$ cat config.mk
export PLATFORM = sky130hd
export DESIGN_NAME = vc_mem_arbiter
export DESIGN_NICKNAME = d
export VERILOG_FILES = /design/src/rtl/vc_bus_pkg.sv /design/src/rtl/vc_arb_pick.sv /design/src/rtl/vc_mem_arbiter.sv
export SDC_FILE = /design/constraint.sdc
export NUM_CORES = 1
export LEC_CHECK = 0
export BUFFER_PORTS_ARGS = -buffer_cell sky130_fd_sc_hd__buf_2
export CORE_MARGIN = 4
export CORE_UTILIZATION = 47
export DETAILED_ROUTE_END_ITERATION = 12
export PLACE_DENSITY_LB_ADDON = 0.1
export SYNTH_ARGS = -nofsm -noshare
export SYNTH_HDL_FRONTEND = slang
export SYNTH_HIERARCHICAL = 1
export SYNTH_SLANG_ARGS = --single-unit
$ cat constraint.sdc
create_clock -name clk -period 1.8 [get_ports clk]
set_input_delay 0.27 -clock clk [delete_from_list [all_inputs] [get_ports clk]]
set_output_delay 0.27 -clock clk [all_outputs]
set_load 0.02 [all_outputs]
$ cat src/rtl/vc_bus_pkg.sv
// rtl/vc_bus_pkg.sv - shared state, port and write-mask encodings for the external memory bus arbiter
package vc_bus_pkg;

  typedef enum logic [2:0] {
    S_IDLE = 3'd0,
    S_AHI  = 3'd1,
    S_ALO  = 3'd2,
    S_WR0  = 3'd3,
    S_WR1  = 3'd4,
    S_RD0  = 3'd5,
    S_RD1  = 3'd6,
    S_DONE = 3'd7
  } state_t;

  localparam logic PORT0 = 1'b0;
  localparam logic PORT1 = 1'b1;

  localparam logic [1:0] WM_LO   = 2'b01;
  localparam logic [1:0] WM_HI   = 2'b10;
  localparam logic [1:0] WM_WORD = 2'b11;

endpackage

$ cat src/rtl/vc_arb_pick.sv
// rtl/vc_arb_pick.sv - combinational two-way grant; VC_ARB_RR_EN selects round-robin over fixed priority
module vc_arb_pick (
  input  logic [1:0] i_req,
  input  logic       i_last_owner,
  output logic       o_valid,
  output logic       o_idx
);
  import vc_bus_pkg::*;

`ifdef VC_ARB_RR_EN
  always_comb begin
    o_valid = |i_req;
    o_idx   = PORT0;
    // A tie goes to whichever port was not served last.
    if (i_req == 2'b11) o_idx = ~i_last_owner;
    else if (i_req[1])  o_idx = PORT1;
  end
`else
  logic w_unused_last;
  assign w_unused_last = i_last_owner;

  always_comb begin
    o_valid = |i_req;
    o_idx   = PORT0;
    if (!i_req[0] && i_req[1]) o_idx = PORT1;
  end
`endif

endmodule

$ cat src/rtl/vc_mem_arbiter.sv
// rtl/vc_mem_arbiter.sv - two-port arbiter/sequencer for the 8-bit multiplexed memory bus
// Grant policy comes from vc_arb_pick (VC_ARB_RR_EN: round-robin, else port 0 priority).
module vc_mem_arbiter #(
  parameter int RV = 16
) (
  input  logic          clk,
  input  logic          rst_n,
  input  logic          ena,
  input  logic [14:0]   p0_raddr,
  input  logic          p0_rreq,
  output logic [RV-1:0] p0_rdata,
  output logic          p0_rdone,
  input  logic [14:0]   p0_waddr,
  input  logic [1:0]    p0_wmask,
  input  logic [RV-1:0] p0_wdata,
  output logic          p0_wdone,
  input  logic [14:0]   p1_raddr,
  input  logic          p1_rreq,
  output logic [RV-1:0] p1_rdata,
  output logic          p1_rdone,
  input  logic [14:0]   p1_waddr,
  input  logic [1:0]    p1_wmask,
  input  logic [RV-1:0] p1_wdata,
  output logic          p1_wdone,
  output logic [7:0]    bus_out,
  input  logic [7:0]    bus_in,
  output logic          latch_hi,
  output logic          latch_lo,
  output logic          bus_write,
  output logic          bus_ind,
  output logic          owner
);
  import vc_bus_pkg::*;

  state_t        r_state, w_next;
  logic [14:0]   r_addr, w_addr;
  logic [1:0]    r_wmask, w_wmask;
  logic [RV-1:0] r_wdata, w_wdata, r_rdata;
  logic          r_is_wr, w_is_wr;
  logic          r_owner, w_owner;
  logic [7:0]    r_bus_out, w_bus_out;
  logic [3:0]    r_stb, w_stb;          // {latch_hi, latch_lo, bus_write, bus_ind}
  logic [1:0]    r_rdone, w_rdone;      // indexed by port
  logic [1:0]    r_wdone, w_wdone;
  logic [1:0]    w_req;
  logic          w_gnt_valid, w_gnt_idx;

  assign w_req = {p1_rreq | (|p1_wmask), p0_rreq | (|p0_wmask)};

  vc_arb_pick u_pick (
    .i_req        (w_req),
    .i_last_owner (r_owner),
    .o_valid      (w_gnt_valid),
    .o_idx        (w_gnt_idx)
  );

  always_comb begin
    w_next  = r_state;
    w_addr  = r_addr;
    w_wmask = r_wmask;
    w_wdata = r_wdata;
    w_is_wr = r_is_wr;
    w_owner = r_owner;
    case (r_state)
      S_IDLE: begin
        if (ena && w_gnt_valid) begin
          w_next  = S_AHI;
          w_owner = w_gnt_idx;
          // Within a port a pending write is served before a pending read.
          if (w_gnt_idx == PORT1) begin
            w_is_wr = |p1_wmask;
            w_wmask = p1_wmask;
            w_wdata = p1_wdata;
            w_addr  = (|p1_wmask) ? p1_waddr : p1_raddr;
          end else begin
            w_is_wr = |p0_wmask;
            w_wmask = p0_wmask;
            w_wdata = p0_wdata;
            w_addr  = (|p0_wmask) ? p0_waddr : p0_raddr;
          end
        end
      end
      S_AHI:   w_next = S_ALO;
      S_ALO:   w_next = r_is_wr ? S_WR0 : S_RD0;
      S_WR0:   w_next = (r_wmask == WM_WORD) ? S_WR1 : S_DONE;
      S_WR1:   w_next = S_DONE;
      S_RD0:   w_next = S_RD1;
      S_RD1:   w_next = S_DONE;
      S_DONE:  w_next = S_IDLE;
      default: w_next = S_IDLE;
    endcase
  end

  // Outputs are decoded from the state being entered so they appear registered in that state.
  always_comb begin
    w_bus_out = r_bus_out;
    w_stb     = 4'b0000;
    w_rdone   = 2'b00;
    w_wdone   = 2'b00;
    case (w_next)
      S_AHI: begin
        w_bus_out = w_addr[14:7];
        w_stb     = 4'b1000;
      end
      S_ALO: begin
        w_bus_out = {w_addr[6:0], w_is_wr && (w_wmask == WM_HI)};
        w_stb     = 4'b0100;
      end
      S_WR0: begin
        w_bus_out = (w_wmask == WM_LO || w_wmask == WM_WORD) ? w_wdata[7:0] : w_wdata[15:8];
        w_stb     = 4'b0010;
      end
      S_WR1: begin
        w_bus_out = w_wdata[15:8];
        w_stb     = 4'b0011;
      end
      S_RD1:   w_stb = 4'b0001;
      S_DONE: begin
        if (w_is_wr) w_wdone[w_owner] = 1'b1;
        else         w_rdone[w_owner] = 1'b1;
      end
      default: ;
    endcase
  end

  always_ff @(posedge clk or negedge rst_n) begin
    if (!rst_n) begin
      r_state   <= S_IDLE;
      r_addr    <= '0;
      r_wmask   <= '0;
      r_wdata   <= '0;
      r_is_wr   <= 1'b0;
      r_owner   <= PORT0;
      r_bus_out <= '0;
      r_stb     <= '0;
      r_rdone   <= '0;
      r_wdone   <= '0;
      r_rdata   <= '0;
    end else begin
      r_state   <= w_next;
      r_addr    <= w_addr;
      r_wmask   <= w_wmask;
      r_wdata   <= w_wdata;
      r_is_wr   <= w_is_wr;
      r_owner   <= w_owner;
      r_bus_out <= w_bus_out;
      r_stb     <= w_stb;
      r_rdone   <= w_rdone;
      r_wdone   <= w_wdone;
      if (r_state == S_RD0) r_rdata[7:0]  <= bus_in;
      if (r_state == S_RD1) r_rdata[15:8] <= bus_in;
    end
  end

  assign bus_out   = r_bus_out;
  assign latch_hi  = r_stb[3];
  assign latch_lo  = r_stb[2];
  assign bus_write = r_stb[1];
  assign bus_ind   = r_stb[0];
  assign owner     = r_owner;
  assign p0_rdata  = r_rdata;
  assign p1_rdata  = r_rdata;
  assign p0_rdone  = r_rdone[0];
  assign p1_rdone  = r_rdone[1];
  assign p0_wdone  = r_wdone[0];
  assign p1_wdone  = r_wdone[1];

endmodule

==> impl_metrics.yaml <==
clocking:
  cts_tree: "yes"
  cts_sinks: 62
  htreeDepth: 3
  cts_buffers: 9
  clkTransAtPathRegs_ns: 0.07
  cts_root_buf: "clkbuf_8"
  clock_latency_ns: 0.34
  clock_path_buffers: 2
drt:
  routedWlPerCell_um: 15.6
  antenna_left: 0
  drtIter0Drc: 88
  first_pass_iters: 5
  routed_wl_mm: 9.19
  drc: 0
  vias_per_cell: 5.18
  vias: 3052
hold_path:
  min_delay_path_depth: 2
  holdCritPathClass: "primary input to flip-flop"
  holdPathEnd: "p0_rdata[10]$_DFFE_PN0P_"
  hold_start: "bus_in[2]"
power_and_ir_drop:
  power_uw: 6780
  power.density_mw_per_mm2: 1440
  p_leak_uw: 0.00231
  ir_drop_mv: 1.22
sta:
  skew_ns: 0.0126
  worst_pin_slew_ns: 0.504
  hold_viol_final: 0
  drv_slew: 0
  fin_crit_sh: 0.975
  max_freq_mhz: 570
  min_period_ns: 1.75
  maxSlewHeadroom: 0.655
  finalSetupViolCount: 0
yosys:
  yosysSeqAreaShare: 0.451
  synth_top_family_by_area: "multiplexers"
  synthMuxAreaShare: 0.202
  synth_area_mm2: 0.00344
  synth_edf_count: 0
  yosysMostFrequentCell: "dfrtp_1"
  syn_inst: 322
  synth_compound_area_frac: 0.181
  synth_xor_xnor_area_share: 0
  synth_fa_ha_area_frac: 0
  yosys_register_bits: 62
  syn-num-nets: 431
  avgSynthCellArea_um2: 10.7
  synth_top_area_frac: 0.451
  synth_simple_gate_area_share: 0.0852
  synth_common_cells: "62 x dfrtp_1, 42 x mux2i_1, 30 x o21ai_0, 23 x mux2_2, 23 x nand2_1"
  synth_flop_cell: "dfrtp_1"
  async_reset_ff_frac: 1.00
  yosys-top-cells-area: "dfrtp_1 45%, mux2i_1 12%, mux2_2 7.5%"
  yosysUniqueCellTypes: 45
  ys_warn_count: 6
  yosys.area.top_type: "dfrtp_1"
setup_path:
  cp-start-kind: "flip-flop"
  worstPathCellList: "buf_4, or3b_2, a21o_1, a211o_1, a22oi_1"
  reg2reg_slack_ns: 0.05
  reg2reg_from: "r_state[0]$_DFF_PN0_"
  path_class: "flip-flop to flip-flop"
  timing.rr.end: "bus_out[7]$_DFFE_PN0P_"
  end_kind: "flip-flop"
  cp_data_arrival_time_ns: 2.00
  critPathBufInv: 1
  cp_max_fo: 6
  critPathTopFamily: "compound AO/OA/AOI/OAI gates"
  cp.required_ns: 2.05
  slowest_stage: "or3b_2"
  rr_worst_depth: 5
  cp_slowest_stage_delay_ns: 0.47
floorplanning:
  initial_core_util: 0.495
  pin_count: 158
  die_y_um: 93.5
  dieArea_mm2: 0.00875
  fp-row-count: 30
  core-area_mm2: 0.00694
  die_w_um: 93.5
outcome:
  outcome: "completed"
placed_design:
  place.gp.congestion: 0.737
  port_buffers: 157
  post_dp_cell_area_mm2: 0.00446
  dpl.cell_count: 568
  hpwlAfterDp_mm: 7.09
final_layout:
  syn2layout_area_growth_pct: 37.1
  stdcell_count: 589
  design_area_mm2: 0.00471
  drive_gt1_frac: 0.497
  final_nets: 597
  num_antenna_cells: 0
  fill_cells: 604
global_route:
  grt_overflow: 0
  grt_max_degree: 63
  grt_pass1_wl_mm: 14.6
  grtUsageTotal: 0.212
  antenna_found_initial: 0
  grt_pass1_vias: 3076
run:
  cap_violations: 0
==> placed cells by master (no fill, tap or decap), drive strengths merged, types with 2 or more instances in the layout <==
master | synthesis | final
inv | 11 | 11
a22oi | 4 | 4
dfrtp | 62 | 62
o21ai | 30 | 30
a31oi | 4 | 4
a211o | 5 | 5
a21oi | 8 | 8
a311o | 5 | 5
mux2 | 23 | 23
nand3 | 5 | 5
a21boi | 3 | 3
clkbuf | 8 | 13
clkinv | 0 | 2
nand2 | 24 | 24
buf | 31 | 192
o311ai | 3 | 3
nor2 | 7 | 7
a211oi | 9 | 9
nand2b | 2 | 2
nor3 | 4 | 4
a221o | 4 | 4
mux2i | 43 | 43
o221ai | 3 | 3
o21a | 8 | 8
or3 | 2 | 2
==> sequential cells by signal (all words and copies together) (netlist names) <==
name	cells
r_addr	7
owner	1
r_state	3
r_wdata	16
r_stb	4
r_is_wr	1
r_wdone	2
p0_rdata	16
bus_out	8
r_wmask	2
r_rdone	2
==> worst max path at each step <==
stage	start	endpoint	slack, ns	cells past startpoint
floorplan	p1_wmask[1]	r_rdone[0]$_DFF_PN0_	-0.03	9
global placement	p1_rreq	bus_out[3]$_DFFE_PN0P_	-0.08	8
detailed placement	p0_rreq	r_wdata[8]$_DFF_PN0_	-0.12	9
CTS	r_state[0]$_DFF_PN0_	bus_out[1]$_DFFE_PN0P_	0.02	5
global route	r_state[0]$_DFF_PN0_	bus_out[1]$_DFFE_PN0P_	-0.002	5
finish	r_state[0]$_DFF_PN0_	bus_out[7]$_DFFE_PN0P_	0.05	5
==> report_power, final <==
part / switching (uW) / internal (uW) / total [uW]
clock: 517 / 636 / 1150
combinational: 1760 / 1400 / 3160
sequential: 435 / 2030 / 2460
total: 2720 / 4060 / 6780
==> kinds of logic after synthesis <==
group,Yosys count
AO/OA/AOI/OAI,91
multiplexers,66
flip-flops,62
AND/OR/NAND/NOR,53
buffers and inverters,50
==> area by class of cell <==
cell class	instances	area [um^2]	share of cell area
clock buffer	12	135	0.0287
tap	96	120	0.0255
timing repair buffer	194	1170	0.249
sequential	62	1550	0.330
inverter	11	43.8	0.00930
clock inverter	4	47.5	0.0101
multi-input combinational	210	1640	0.348
==> per-layer routing <==
metal | global-route usage | routed length, um | vias to the layer above | share of wire
met5 | 0 | 0 | - | 0
met4 | 0.0488 | 132 | 0 | 0.014
met3 | 0.0660 | 524 | 16 | 0.057
met2 | 0.372 | 4880 | 88 | 0.53
met1 | 0.254 | 3650 | 1444 | 0.40
li1 | - | - | 1504 | -
==> per-stage QoR <==
stage | hold slack, ns | util | setup WS (ns) | setup TNS (ns)
after global routing | 0.164 | 0.678 | -0.00234 | -0.00277
final | 0.179 | 0.678 | 0.0458 | 0
after global placement | 0.305 | 0.643 | -0.0839 | -1.79
after floorplan | -0.0256 | - | -0.0277 | -0.0361
after CTS | 0.170 | 0.670 | 0.0185 | 0
after detailed placement | 0.320 | 0.643 | -0.119 | -2.78
==> timing repair <==
action	4_1_cts	5_1_grt
setup buffers	0	3
gates resized for setup	0	3
pin swaps	1	4
hold endpoints to repair	62	0
hold buffers	1	0
gates cloned	0	1
endpoints found under the setup margin	3	5
(Power assumes the default switching activity.)
